`config.mk`:
```
export PLATFORM = sky130hd
export DESIGN_NAME = prog_loader
export DESIGN_NICKNAME = d
export VERILOG_FILES = /design/src/rtl/prog_loader_pkg.sv /design/src/rtl/prog_loader_byte_packer.sv /design/src/rtl/prog_loader.sv
export SDC_FILE = /design/constraint.sdc
export NUM_CORES = 1
export LEC_CHECK = 0
export ABC_AREA = 1
export CAP_MARGIN = 25
export CORE_MARGIN = 1.5
export CORE_UTILIZATION = 39
export DETAILED_ROUTE_END_ITERATION = 12
export PLACE_DENSITY = 0.75
export SLEW_MARGIN = 20
export SYNTH_ARGS = -nofsm -noshare
export SYNTH_HDL_FRONTEND = slang
export SYNTH_HIERARCHICAL = 1
export SYNTH_SLANG_ARGS = --single-unit
```
`constraint.sdc`:
```
create_clock -name clk -period 1.93 [get_ports clk]
set_clock_uncertainty 0.15 [all_clocks]
set_input_delay 0.579 -clock clk [delete_from_list [all_inputs] [get_ports clk]]
set_output_delay 0.579 -clock clk [all_outputs]
set_load 0.05 [all_outputs]
```
`src/rtl/prog_loader_pkg.sv`:
```
// Shared types and constants for the program loader.
package prog_loader_pkg;

  typedef enum logic [2:0] {
    S_IDLE,
    S_COLLECT,
    S_WRITE,
    S_VERIFY,
    S_DONE,
    S_ERROR
  } loader_state_t;

  localparam logic [3:0] WSTRB_WORD = 4'b1111;
  localparam logic [3:0] WSTRB_NONE = 4'b0000;

endpackage

```
`src/rtl/prog_loader_byte_packer.sv`:
```
// Packs four accepted bytes into a little-endian word (first byte in [7:0]).
// word/word_valid are combinational on the 4th byte so the caller can capture the word on that same edge.
module byte_packer (
  input  logic        clk,
  input  logic        reset,
  input  logic        clear,
  input  logic        in_vld,
  input  logic [7:0]  in_dat,
  output logic [31:0] word,
  output logic        word_valid
);

  logic [1:0]  lane;
  logic [23:0] low;

  assign word_valid = in_vld && (lane == 2'd3);
  assign word       = {in_dat, low};

  always_ff @(posedge clk) begin
    if (reset || clear) begin
      lane <= 2'd0;
      low  <= 24'd0;
    end else if (in_vld) begin
      lane <= lane + 2'd1;
      case (lane)
        2'd0:    low[7:0]   <= in_dat;
        2'd1:    low[15:8]  <= in_dat;
        2'd2:    low[23:16] <= in_dat;
        default: ;
      endcase
    end
  end

endmodule

```
`src/rtl/prog_loader.sv`:
```
// Program loader: byte stream -> 32-bit RAM writes over the native interface, CPU held in reset until WORD_COUNT words land.
// All outputs registered; no byte is accepted while a RAM request is open. Build option PROG_LOADER_VERIFY_EN adds read-back.
module prog_loader #(
  parameter logic [31:0] ADDR_BASE  = 32'h0000_0000,
  parameter int unsigned WORD_COUNT = 256
) (
  input  logic        clk,
  input  logic        reset,
  input  logic        start,
  input  logic        s_valid,
  output logic        s_ready,
  input  logic [7:0]  s_data,
  output logic        mem_valid,
  input  logic        mem_ready,
  output logic [31:0] mem_addr,
  output logic [31:0] mem_wdata,
  output logic [3:0]  mem_wstrb,
  input  logic [31:0] mem_rdata,
  output logic        bus_sel,
  output logic        cpu_hold,
  output logic        busy,
  output logic        done,
  output logic        error
);
  import prog_loader_pkg::*;

  localparam logic [16:0] LAST_IDX = 17'(WORD_COUNT - 1);

  loader_state_t state, state_nxt;
  logic [16:0]   word_idx;
  logic [31:0]   word_dat;
  logic          word_vld;
  logic          byte_fire;
  logic          mem_fire;
  logic          pack_clear;
  logic          load_base;
  logic          advance;
  logic          in_load_nxt;

  assign byte_fire  = s_valid && s_ready;
  assign mem_fire   = mem_valid && mem_ready;
  assign pack_clear = (state == S_IDLE) || (state == S_DONE) || (state == S_ERROR);

  byte_packer u_packer (
    .clk        (clk),
    .reset      (reset),
    .clear      (pack_clear),
    .in_vld     (byte_fire),
    .in_dat     (s_data),
    .word       (word_dat),
    .word_valid (word_vld)
  );

  always_comb begin
    state_nxt = state;
    advance   = 1'b0;
    load_base = (state == S_IDLE);
    case (state)
      S_IDLE, S_DONE, S_ERROR: begin
        if (start) begin
          state_nxt = S_COLLECT;
          load_base = 1'b1;
        end
      end
      S_COLLECT: begin
        if (word_vld) state_nxt = S_WRITE;
      end
`ifdef PROG_LOADER_VERIFY_EN
      S_WRITE: begin
        if (mem_fire) state_nxt = S_VERIFY;
      end
      S_VERIFY: begin
        if (mem_fire) begin
          if (mem_rdata == mem_wdata) advance = 1'b1;
          else state_nxt = S_ERROR;
        end
      end
`else
      S_WRITE: begin
        if (mem_fire) advance = 1'b1;
      end
`endif
      default: state_nxt = S_IDLE;
    endcase
    if (advance) state_nxt = (word_idx == LAST_IDX) ? S_DONE : S_COLLECT;
  end

  assign in_load_nxt = (state_nxt == S_COLLECT) || (state_nxt == S_WRITE) ||
                       (state_nxt == S_VERIFY);

  // Outputs are registered from the next state so every flag changes on the same edge as the state.
  always_ff @(posedge clk) begin
    if (reset) begin
      state     <= S_IDLE;
      s_ready   <= 1'b0;
      mem_valid <= 1'b0;
      mem_addr  <= ADDR_BASE;
      mem_wdata <= 32'd0;
      mem_wstrb <= WSTRB_NONE;
      word_idx  <= 17'd0;
      bus_sel   <= 1'b0;
      busy      <= 1'b0;
      done      <= 1'b0;
      cpu_hold  <= 1'b1;
    end else begin
      state     <= state_nxt;
      s_ready   <= (state_nxt == S_COLLECT);
      mem_valid <= (state_nxt == S_WRITE) || (state_nxt == S_VERIFY);
      mem_wstrb <= (state_nxt == S_WRITE) ? WSTRB_WORD : WSTRB_NONE;
      bus_sel   <= in_load_nxt;
      busy      <= in_load_nxt;
      done      <= (state_nxt == S_DONE);
      cpu_hold  <= (state_nxt != S_DONE);
      if (word_vld) mem_wdata <= word_dat;
      if (load_base) begin
        mem_addr <= ADDR_BASE;
        word_idx <= 17'd0;
      end else if (advance) begin
        mem_addr <= mem_addr + 32'd4;
        word_idx <= word_idx + 17'd1;
      end
    end
  end

`ifdef PROG_LOADER_VERIFY_EN
  always_ff @(posedge clk) begin
    if (reset) error <= 1'b0;
    else       error <= (state_nxt == S_ERROR);
  end
`else
  logic unused_rdata;
  assign unused_rdata = ^mem_rdata;
  assign error = 1'b0;
`endif

endmodule

```
==> metrics, run 1 <==
synth top area cells=dfxtp_1 (43%), nor2_1 (14%), nand2_1 (11%), inv_1 (6.3%), o21ai_0 (3.9%); part of the power in the clock network=52.1%; Layout area overhead=46.4%; critical path required time=1.20 ns; critical path class=flip-flop to output pin; Die Height=120 um; Synth Instances=765; fin crit period=1.87 ns; ANT nets after route=0; placed insts=1029; final worst slack=0.0572 ns; PwrDens=719 nW/um^2; CP delay by family, top=flip-flops; TritonRoute pass-1 iters=6; CTS buffer count=17; Initial Utilization=40.0%; Net Switching=1.19 mW; Die X-Extent=120 um; Seq/Total Area, Yosys=43.0%; H-Tree Depth=4; DRC=0; DRT Wirelength=12700 um; Synth Area per Inst=6.93 sq um; CTS tree=done; final cell count without fillers=1061; vias in the first global route=4694; post-synth top area share=43.0%; number of synthesized register bits=114; Buf/Inv on CP=1; layout cells sized above 1=20.2%; dpl ws=-0.398 ns; area leader, netlist=dfxtp_1; worst path arrival time=1.14 ns; Slew Limit Headroom=62.4%; number of port buffers=84; clock buffer depth=2; startpoint types=flip-flop; gpl congestion=0.855; most common cell after layout, fill and taps aside=nor2_1; CTS sink cnt=114; CTS clk-pin slew, worst paths=0.05 ns; period utilization=97.0%; largest net degree at the start of global routing=33; Initial DRC Count=267; Rows=42; fmax=534 MHz; Int Pwr=4.38 mW; cts hold-fix bufs=0; CP max-delay cell=dfxtp_1; combinational share of power=5.1%; DIE AREA=14300 sq um; total grt overflow=0; reg2reg setup slack=0.13 ns; initial antenna violation count=0; CP Cell Sequence=buf_12; clk_lat worst skew=0.41 ns; Sw Ratio=21.4%; first-pass GRT wire length=21400 um; Setup TNS=0 ns; Ports=120; WL/cell=12.0 um; clk root buf=clkbuf_16; Crit Path Max Fanout=4; final setup vio count=0; run status=complete, no violations; RSZ-0062 raised after global routing=no; synth warn=6; Leak Pwr=3.33 nW; Hold Path Class=flip-flop to flip-flop; DP HPWL=8800 um; sequential share of power=42.8%; routed vias=4960; Post-Syn Area=5300 sq um; antenna cells=0; core box area=13200 sq um; Max-cap violations=0; fin nets=925; max-slew violations=0; GRT Total Usage=18.6%; Final Hold Viols=0; Critical Path Max Stage Delay=0.54 ns; Hold WS=0.301 ns; most frequent cells in the layout=nor2_1 (197), nand2_1 (151), dfxtp_1 (113); CP endpoint kind=output pin; unique cell type count in the Yosys netlist=37; VDD IR-drop max=566 uV; DR vias/cell=4.67; slew at the pin with the worst max-slew slack=0.560 ns
worst paths after layout:
kind | cells after the start | endpoint | start
worst max register to register | 10 | cpu_hold | word_idx[0]
worst max-delay path | 1 | mem_wstrb[3] | mem_wstrb[2]
worst min register to register | 2 | word_idx[4] | word_idx[4]
worst min-delay path | 2 | word_idx[4] | word_idx[4]
layout make-up:
cell class              count  area, sq um
clock buffers              23          458
fillers                  1163         5480
inverters                  97          364
flip-flops and latches    114         2280
repair buffers            122         1910
multi-input cells         522         2440
well taps                 176          220
clock inverters             7         85.1
cell families after synthesis:
| family | count (synthesis) | share of synthesized area (%) |
|---|---|---|
| AO/OA/AOI/OAI | 78 | 7.67 |
| XOR/XNOR | 5 | 0.826 |
| adder cells (fa/ha/maj) | 6 | 1.42 |
| buffers and inverters | 132 | 11.5 |
| flip-flops | 114 | 43.0 |
| other | 1 | 0.0707 |
| AND/OR/NAND/NOR | 429 | 35.5 |
registers in the layout (all words and copies together), names as in the netlist:
signal and count:
mem_valid 1, mem_wdata 32, word_idx 17, cpu_hold 1
busy 1, u_packer/lane 2, state 3, mem_wstrb 1
done 1, u_packer/low 24, mem_addr 30, s_ready 1
synthesized netlist by cell type (all sizes together):
cell	n
xor2	5
o21bai	2
nand3	28
nand3b	1
and3	1
conb	1
nor2	210
o21ai	53
nand2	162
nand4	11
and2	2
buf	26
a21oi	21
dfxtp	114
ha	6
clkbuf	9
nor4	1
a31oi	1
inv	97
nor3b	1
nor3	12
a211oi	1
worst register-to-register path: stages, from the launching register on:
cell and delay (ns):
dfxtp_1 0.38, ha_1 0.23, nand2_1 0.07, nor2_1 0.11, nand2_1 0.12, nor2_1 0.12, nand2_1 0.07, nand2_1 0.11
nand2_1 0.10, nor2_1 0.13, nand2_1 0.08
stage by stage:
stage               util [%]  total power, mW  cell area (sq um)
global placement        54.3             2.71               7190
floorplan                  -             2.61               5310
finish                  58.6             5.58               7760
detailed placement      54.3             2.72               7190
global route            58.6             5.78               7760
CTS                     58.4             5.63               7740
timing repair:
item,CTS,global route
cloned,0,1
endpoints found under the setup margin,1,23
resized for setup,1,3
pin swaps,0,0
buffers inserted,0,1
power by group through the flow:
stage,clock (mW),sequential [mW],combinational [mW]
final,2.91,2.38,0.285
after global routing,3.09,2.38,0.310
after CTS,2.96,2.38,0.286
after detailed placement,0,2.43,0.284
after global placement,0,2.43,0.281
after floorplan,0,2.44,0.170
layer usage:
layer | global-route usage [%] | part of all wire, %
met4 | 6.92 | 1.3
met1 | 20.9 | 41
met3 | 6.80 | 6.1
met5 | 0 | 0
met2 | 32.4 | 51
Note: power is estimated with default switching activity, not from simulation.
==> run 2: changes to the inputs <==
--- a/config.mk
+++ b/config.mk
@@ -11,6 +11,7 @@
 export CORE_UTILIZATION = 39
 export DETAILED_ROUTE_END_ITERATION = 12
 export PLACE_DENSITY = 0.75
+export SETUP_SLACK_MARGIN = 0.1
 export SLEW_MARGIN = 20
 export SYNTH_ARGS = -nofsm -noshare
 export SYNTH_HDL_FRONTEND = slang
==> run 2 against run 1 <==
Effect of this change:
- total power increased by 2.6%
- cell count down 0.28%
- setup slack improved by 0.076 ns
- maximum frequency is 4.2% higher
- cell area rose by 0.58%
- utilization grew 0.34 points
- count of clock-buffer cells in the layout shrank 2
- first-iteration DRC count is 43% higher
- critical path type unchanged
==> metrics, run 2 (synthesized netlist as in run 1, its figures left out) <==
clk_lat worst skew=0.41 ns (about the same); VDD IR-drop max=516 uV (-8.8%); first-pass GRT wire length=21700 um (+1.6%); DRT Wirelength=13100 um (+2.6%); WL/cell=12.3 um (+2.9%); total grt overflow=0 (unchanged); Layout area overhead=47.2%; most frequent cells in the layout=nor2_1 (196), nand2_1 (150), dfxtp_1 (96); max-slew violations=0 (unchanged); layout cells sized above 1=22.9% (+2.7 points); DRC=0 (unchanged); fin crit period=1.80 ns (-0.0756 ns); CP endpoint kind=output pin; PnR Total Power=5.72 mW (+2.6%); Setup TNS=0 ns (unchanged); fin nets=921 (-0.43%); worst path arrival time=1.07 ns (-0.07 ns); RSZ-0062 raised after global routing=no; core box area=13200 sq um (unchanged); CTS sink cnt=114 (unchanged); Top reg by flops=mem_wdata; Rows=42 (unchanged); Leak Pwr=3.32 nW (about the same); initial antenna violation count=0 (unchanged); CP max-delay cell=dfxtp_1; startpoint types=flip-flop; Buf/Inv on CP=1 (unchanged); number of port buffers=84 (unchanged); Top Registers=mem_wdata x32, mem_addr x30, u_packer/low x24; DR vias/cell=4.78 (+2.2%); CP Cell Sequence=buf_12; ANT nets after route=0 (unchanged); Die Height=120 um (unchanged); Critical Path Max Stage Delay=0.48 ns (-0.06 ns); largest net degree at the start of global routing=35 (+6.1%); period utilization=93.1% (-3.9 points); critical path required time=1.20 ns (about the same); clock buffer depth=2 (unchanged); vias in the first global route=4726 (+0.68%); CTS tree=done; Ports=120 (unchanged); Die X-Extent=120 um (unchanged); critical path class=flip-flop to output pin; Hold Path Class=flip-flop to flip-flop; GRT Total Usage=18.9% (+0.25 points); final setup vio count=0 (unchanged); Max-cap violations=0 (unchanged); Initial DRC Count=383 (+43%); Initial Utilization=40.0% (unchanged); CP delay by family, top=flip-flops; TritonRoute pass-1 iters=4 (-2); DIE AREA=14300 sq um (unchanged); most common cell after layout, fill and taps aside=nor2_1; Slew Limit Headroom=65.2% (+2.9 points); fillers=1133 (-2.6%); Crit Path Max Fanout=6 (+2); Final Hold Viols=0 (unchanged); DP HPWL=8980 um (+2.1%); antenna cells=0 (unchanged); CTS clk-pin slew, worst paths=0.05 ns (about the same); routed vias=5056 (+1.9%); clk root buf=clkbuf_16; gpl congestion=0.822 (-3.9%); max FFs per register=32 (unchanged); fmax=556 MHz (+4.2%); PwrDens=733 nW/um^2 (+2.0%); CTS buffer count=17 (unchanged); slew at the pin with the worst max-slew slack=0.517 ns (-0.0430 ns); H-Tree Depth=4 (unchanged); run status=complete, no violations
-- run 2: changes by cell type in the layout (fill, tap and decap cells not counted), sizes merged --
cell / change
buf: -4
clkbuf: -2
clkdlybuf4s50: -1
clkinv: +1
clkinvlp: +2
dlymetal6s2s: +1
-- run 2: final cells by class --
class	instances	area (sq um)	area share, %
inverters	97	364	4.66
multi-input cells	522	2480	31.8
clock inverters	10	109	1.39
repair buffers	118	1850	23.7
clock buffers	21	470	6.03
flip-flops and latches	114	2310	29.6
well taps	176	220	2.82
-- run 2: power breakdown --
part,switching (mW),internal (mW)
registers,0.0133,2.37
logic,0.173,0.105
clock network,1.08,1.98
-- run 2: what timing repair did --
| item | CTS | global route |
|---|---|---|
| pin swaps | 0 | 7 |
| gates cloned | 0 | 1 |
| resized for setup | 6 | 21 |
| buffers inserted | 0 | 5 |
| hold buffers | 0 | 0 |
| setup endpoints to repair | 12 | 22 |
-- run 2: metrics by stage --
step	cells	hold WS [ns]	worst slack (ns)	cell area, sq um	util [%]
after floorplan	767	0.273	0.101	5320	-
after global placement	1021	0.284	-0.329	7100	53.6
after detailed placement	1021	0.292	-0.370	7100	53.6
after CTS	1052	0.299	0.0913	7700	58.2
after global routing	1058	0.317	0.101	7810	58.9
final	1058	0.295	0.133	7810	58.9
-- run 2: per-layer routing --
metal	vias to the layer above	part of all wire [%]	global-route usage, %	routed length [um]
met1	2333	41	21.1	5370
met2	137	51	33.5	6680
met4	0	1.8	6.62	229
met3	21	5.9	6.32	773
met5	-	0	0	0
li1	2565	-	-	-
-- run 2: final timing paths --
check	endpoint	slack [ns]	cells past startpoint	start
setup / recovery	mem_addr[19]	0.13	1	mem_addr[19]
hold / removal	word_idx[4]	0.30	2	word_idx[4]
setup reg to reg	cpu_hold	0.21	10	word_idx[0]
hold reg to reg	word_idx[4]	0.30	2	word_idx[4]
==> run 3: changes to the inputs <==
--- a/config.mk
+++ b/config.mk
@@ -6,11 +6,10 @@
 export NUM_CORES = 1
 export LEC_CHECK = 0
 export ABC_AREA = 1
-export CAP_MARGIN = 25
 export CORE_MARGIN = 1.5
 export CORE_UTILIZATION = 39
 export DETAILED_ROUTE_END_ITERATION = 12
-export PLACE_DENSITY = 0.75
+export PLACE_DENSITY = 0.69
 export SETUP_SLACK_MARGIN = 0.1
 export SLEW_MARGIN = 20
 export SYNTH_ARGS = -nofsm -noshare
==> constraint.sdc (replaced) <==
create_clock -name clk -period 1.5 [get_ports clk]
set_clock_uncertainty 0.15 [all_clocks]
set_input_delay 0.45 -clock clk [delete_from_list [all_inputs] [get_ports clk]]
set_output_delay 0.45 -clock clk [all_outputs]
set_load 0.05 [all_outputs]
==> run 3 against run 2 <==
Effect of this change:
- the flow now finishes with violations (setup timing)
- clock power is 33% higher
- die area stayed put
- critical path type is now flip-flop to flip-flop
- combinational power is 94% higher
- utilization is 16 points higher
- critical path depth is 8 higher
- non-clock buffer count is 108 higher
- global-route usage is 4.0 points higher
- sequential power is 27% higher
- worst hold slack better by 0.0065 ns
- setup slack worse by 0.38 ns
- first-iteration DRC count is 2.9% lower
==> metrics, run 3 (synthesized netlist as in run 1, its figures left out) <==
cts hold-fix bufs=0 (unchanged); Max-cap violations=0 (unchanged); routed vias=5863 (+16%); gpl congestion=0.881 (+7.2%); CP endpoint kind=flip-flop; Int Pwr=5.85 mW (+31%); DRT Wirelength=18600 um (+43%); max FFs per register=32 (unchanged); Setup TNS=-9.83 ns (-9.83 ns); slew at the pin with the worst max-slew slack=0.522 ns (+0.00464 ns); Crit Path Max Fanout=6 (unchanged); Net Switching=1.79 mW (+41%); layout cells sized above 1=50.5% (+28 points); period utilization=117%; Util after Layout=74.9% (+16 points); placed cell areas=7690 sq um (+8.3%); critical path class=flip-flop to flip-flop; DRC=0 (unchanged); sequential share of power=39.5% (-2.1 points); combinational share of power=7.1% (+2.2 points); run status=complete, but fails checks; total grt overflow=0 (unchanged); dpl ws=-0.611 ns (-0.241 ns); ANT nets after route=0 (unchanged); R2R depth=9 (-1); Reg-to-Reg Start=mem_valid; CTS buffer count=17 (unchanged); CTS clk-pin slew, worst paths=0.06 ns (about the same); first-pass GRT wire length=26000 um (+20%); reg2reg setup slack=-0.25 ns (-0.46 ns); critical path required time=1.70 ns (+0.50 ns); Layout area overhead=87.2%; antenna cells=0 (unchanged); violated checks=setup timing; Ports=120 (unchanged); fin nets=1029 (+12%); PnR Total Power=7.64 mW (+33%); CTS sink cnt=114 (unchanged); final setup vio count=134 (+134); number of port buffers=84 (unchanged); Worst Hold End=word_idx[4]; fin crit period=1.75 ns; CTS tree=done; Worst R2R End=mem_addr[23]; WL/cell=16.0 um (+29%); Top Registers=mem_wdata x32, mem_addr x30, u_packer/low x24; DR vias/cell=5.02 (+5.1%); Finished Cell Area=9920 sq um (+27%); most common cell after layout, fill and taps aside=nor2_1; Initial Utilization=40.0% (unchanged); fmax=572 MHz; Die Height=120 um (unchanged); clk_lat worst skew=0.42 ns (about the same); Sw Ratio=23.4% (+1.3 points); max-slew violations=0 (unchanged); H-Tree Depth=4 (unchanged); Top reg by flops=mem_wdata; VDD IR-drop max=810 uV (+57%); largest net degree at the start of global routing=27 (-23%); clock buffer depth=2 (unchanged); RSZ-0062 raised after global routing=yes; most frequent cells in the layout=nor2_1 (161), nand2_1 (100), buf_12 (81); Slew Limit Headroom=64.9% (-0.37 points); Final Hold Viols=0 (unchanged); Hold Path Class=flip-flop to flip-flop; clk root buf=clkbuf_16; final worst slack=-0.249 ns (-0.381 ns); core box area=13200 sq um (unchanged); hold depth=2 (unchanged); TritonRoute pass-1 iters=5 (+1); initial antenna violation count=0 (unchanged); startpoint types=flip-flop; worst path arrival time=1.94 ns (+0.87 ns); DP HPWL=9790 um (+8.9%); part of the power in the clock network=53.4% (about the same); Die X-Extent=120 um (unchanged); Rows=42 (unchanged); Leak Pwr=4.40 nW (+33%); vias in the first global route=5547 (+17%); Initial DRC Count=372 (-2.9%); GRT Total Usage=22.9% (+4.0 points); PwrDens=769 nW/um^2 (+5.0%); min-delay src=word_idx[4]; DIE AREA=14300 sq um (unchanged)
==> run 3: changes by cell type in the layout (fill, tap and decap cells not counted), sizes merged, moves of 2 or more <==
cell	previous run	this run
dlygate4sd2	0	3
clkinv	6	2
clkinvlp	2	0
clkbuf	21	26
inv	97	101
buf	106	212
clkdlybuf4s50	11	9
==> run 3: what timing repair did <==
item                                    4_1_cts  5_1_grt
setup buffers                                48       20
pin swaps                                    53       95
gates cloned                                  1        3
endpoints found under the setup margin      183      167
resized for setup                           181      136
==> run 3: worst max path at each step <==
stage                 start            to
6_report          mem_valid  mem_addr[23]
5_1_grt         word_idx[1]  word_idx[10]
4_1_cts         mem_addr[6]   mem_addr[6]
3_5_place_dp      mem_ready  mem_addr[11]
3_3_place_gp      mem_ready  mem_addr[11]
2_1_floorplan  mem_addr[12]  mem_addr[23]
==> run 3: worst max-delay path, cell delays in order (launching register included) <==
cell	delay [ns]
dfxtp_4	0.35
buf_6	0.11
nand2_8	0.06
inv_4	0.07
nand3_4	0.18
nor2_4	0.24
nand4_1	0.15
nand2_1	0.14
nand2_1	0.09
nor2_1	0.12
==> run 3: area by class of cell <==
| type | instances | area, sq um |
|---|---|---|
| well taps | 176 | 220 |
| inverters | 97 | 389 |
| multi-input cells | 522 | 3240 |
| repair buffers | 226 | 3030 |
| clock buffers | 24 | 493 |
| flip-flops and latches | 114 | 2460 |
| fillers | 821 | 3320 |
| clock inverters | 8 | 95.1 |
==> run 3: power by group through the flow <==
stage,Sequential [mW],Clock (mW),Combinational [mW]
4_1_cts,3.02,4.08,0.433
2_1_floorplan,3.11,0,0.241
5_1_grt,3.02,4.24,0.564
3_5_place_dp,3.10,0,0.396
6_report,3.02,4.08,0.538
3_3_place_gp,3.10,0,0.391
==> run 3: per-stage QoR <==
| step | hold slack [ns] | instances |
|---|---|---|
| after detailed placement | 0.291 | 1066 |
| after floorplan | 0.274 | 767 |
| final | 0.302 | 1167 |
| after global placement | 0.290 | 1066 |
| after CTS | 0.305 | 1147 |
| after global routing | 0.329 | 1167 |
==> run 3: metal layers <==
metal  vias to the layer above  track usage, %  part of all wire [%]
met5                         -               0                     0
met4                         0            8.93                   3.6
met3                        66            6.89                   5.3
met2                       206            40.8                    52
met1                      2801            25.6                    39
li1                       2790               -                     -
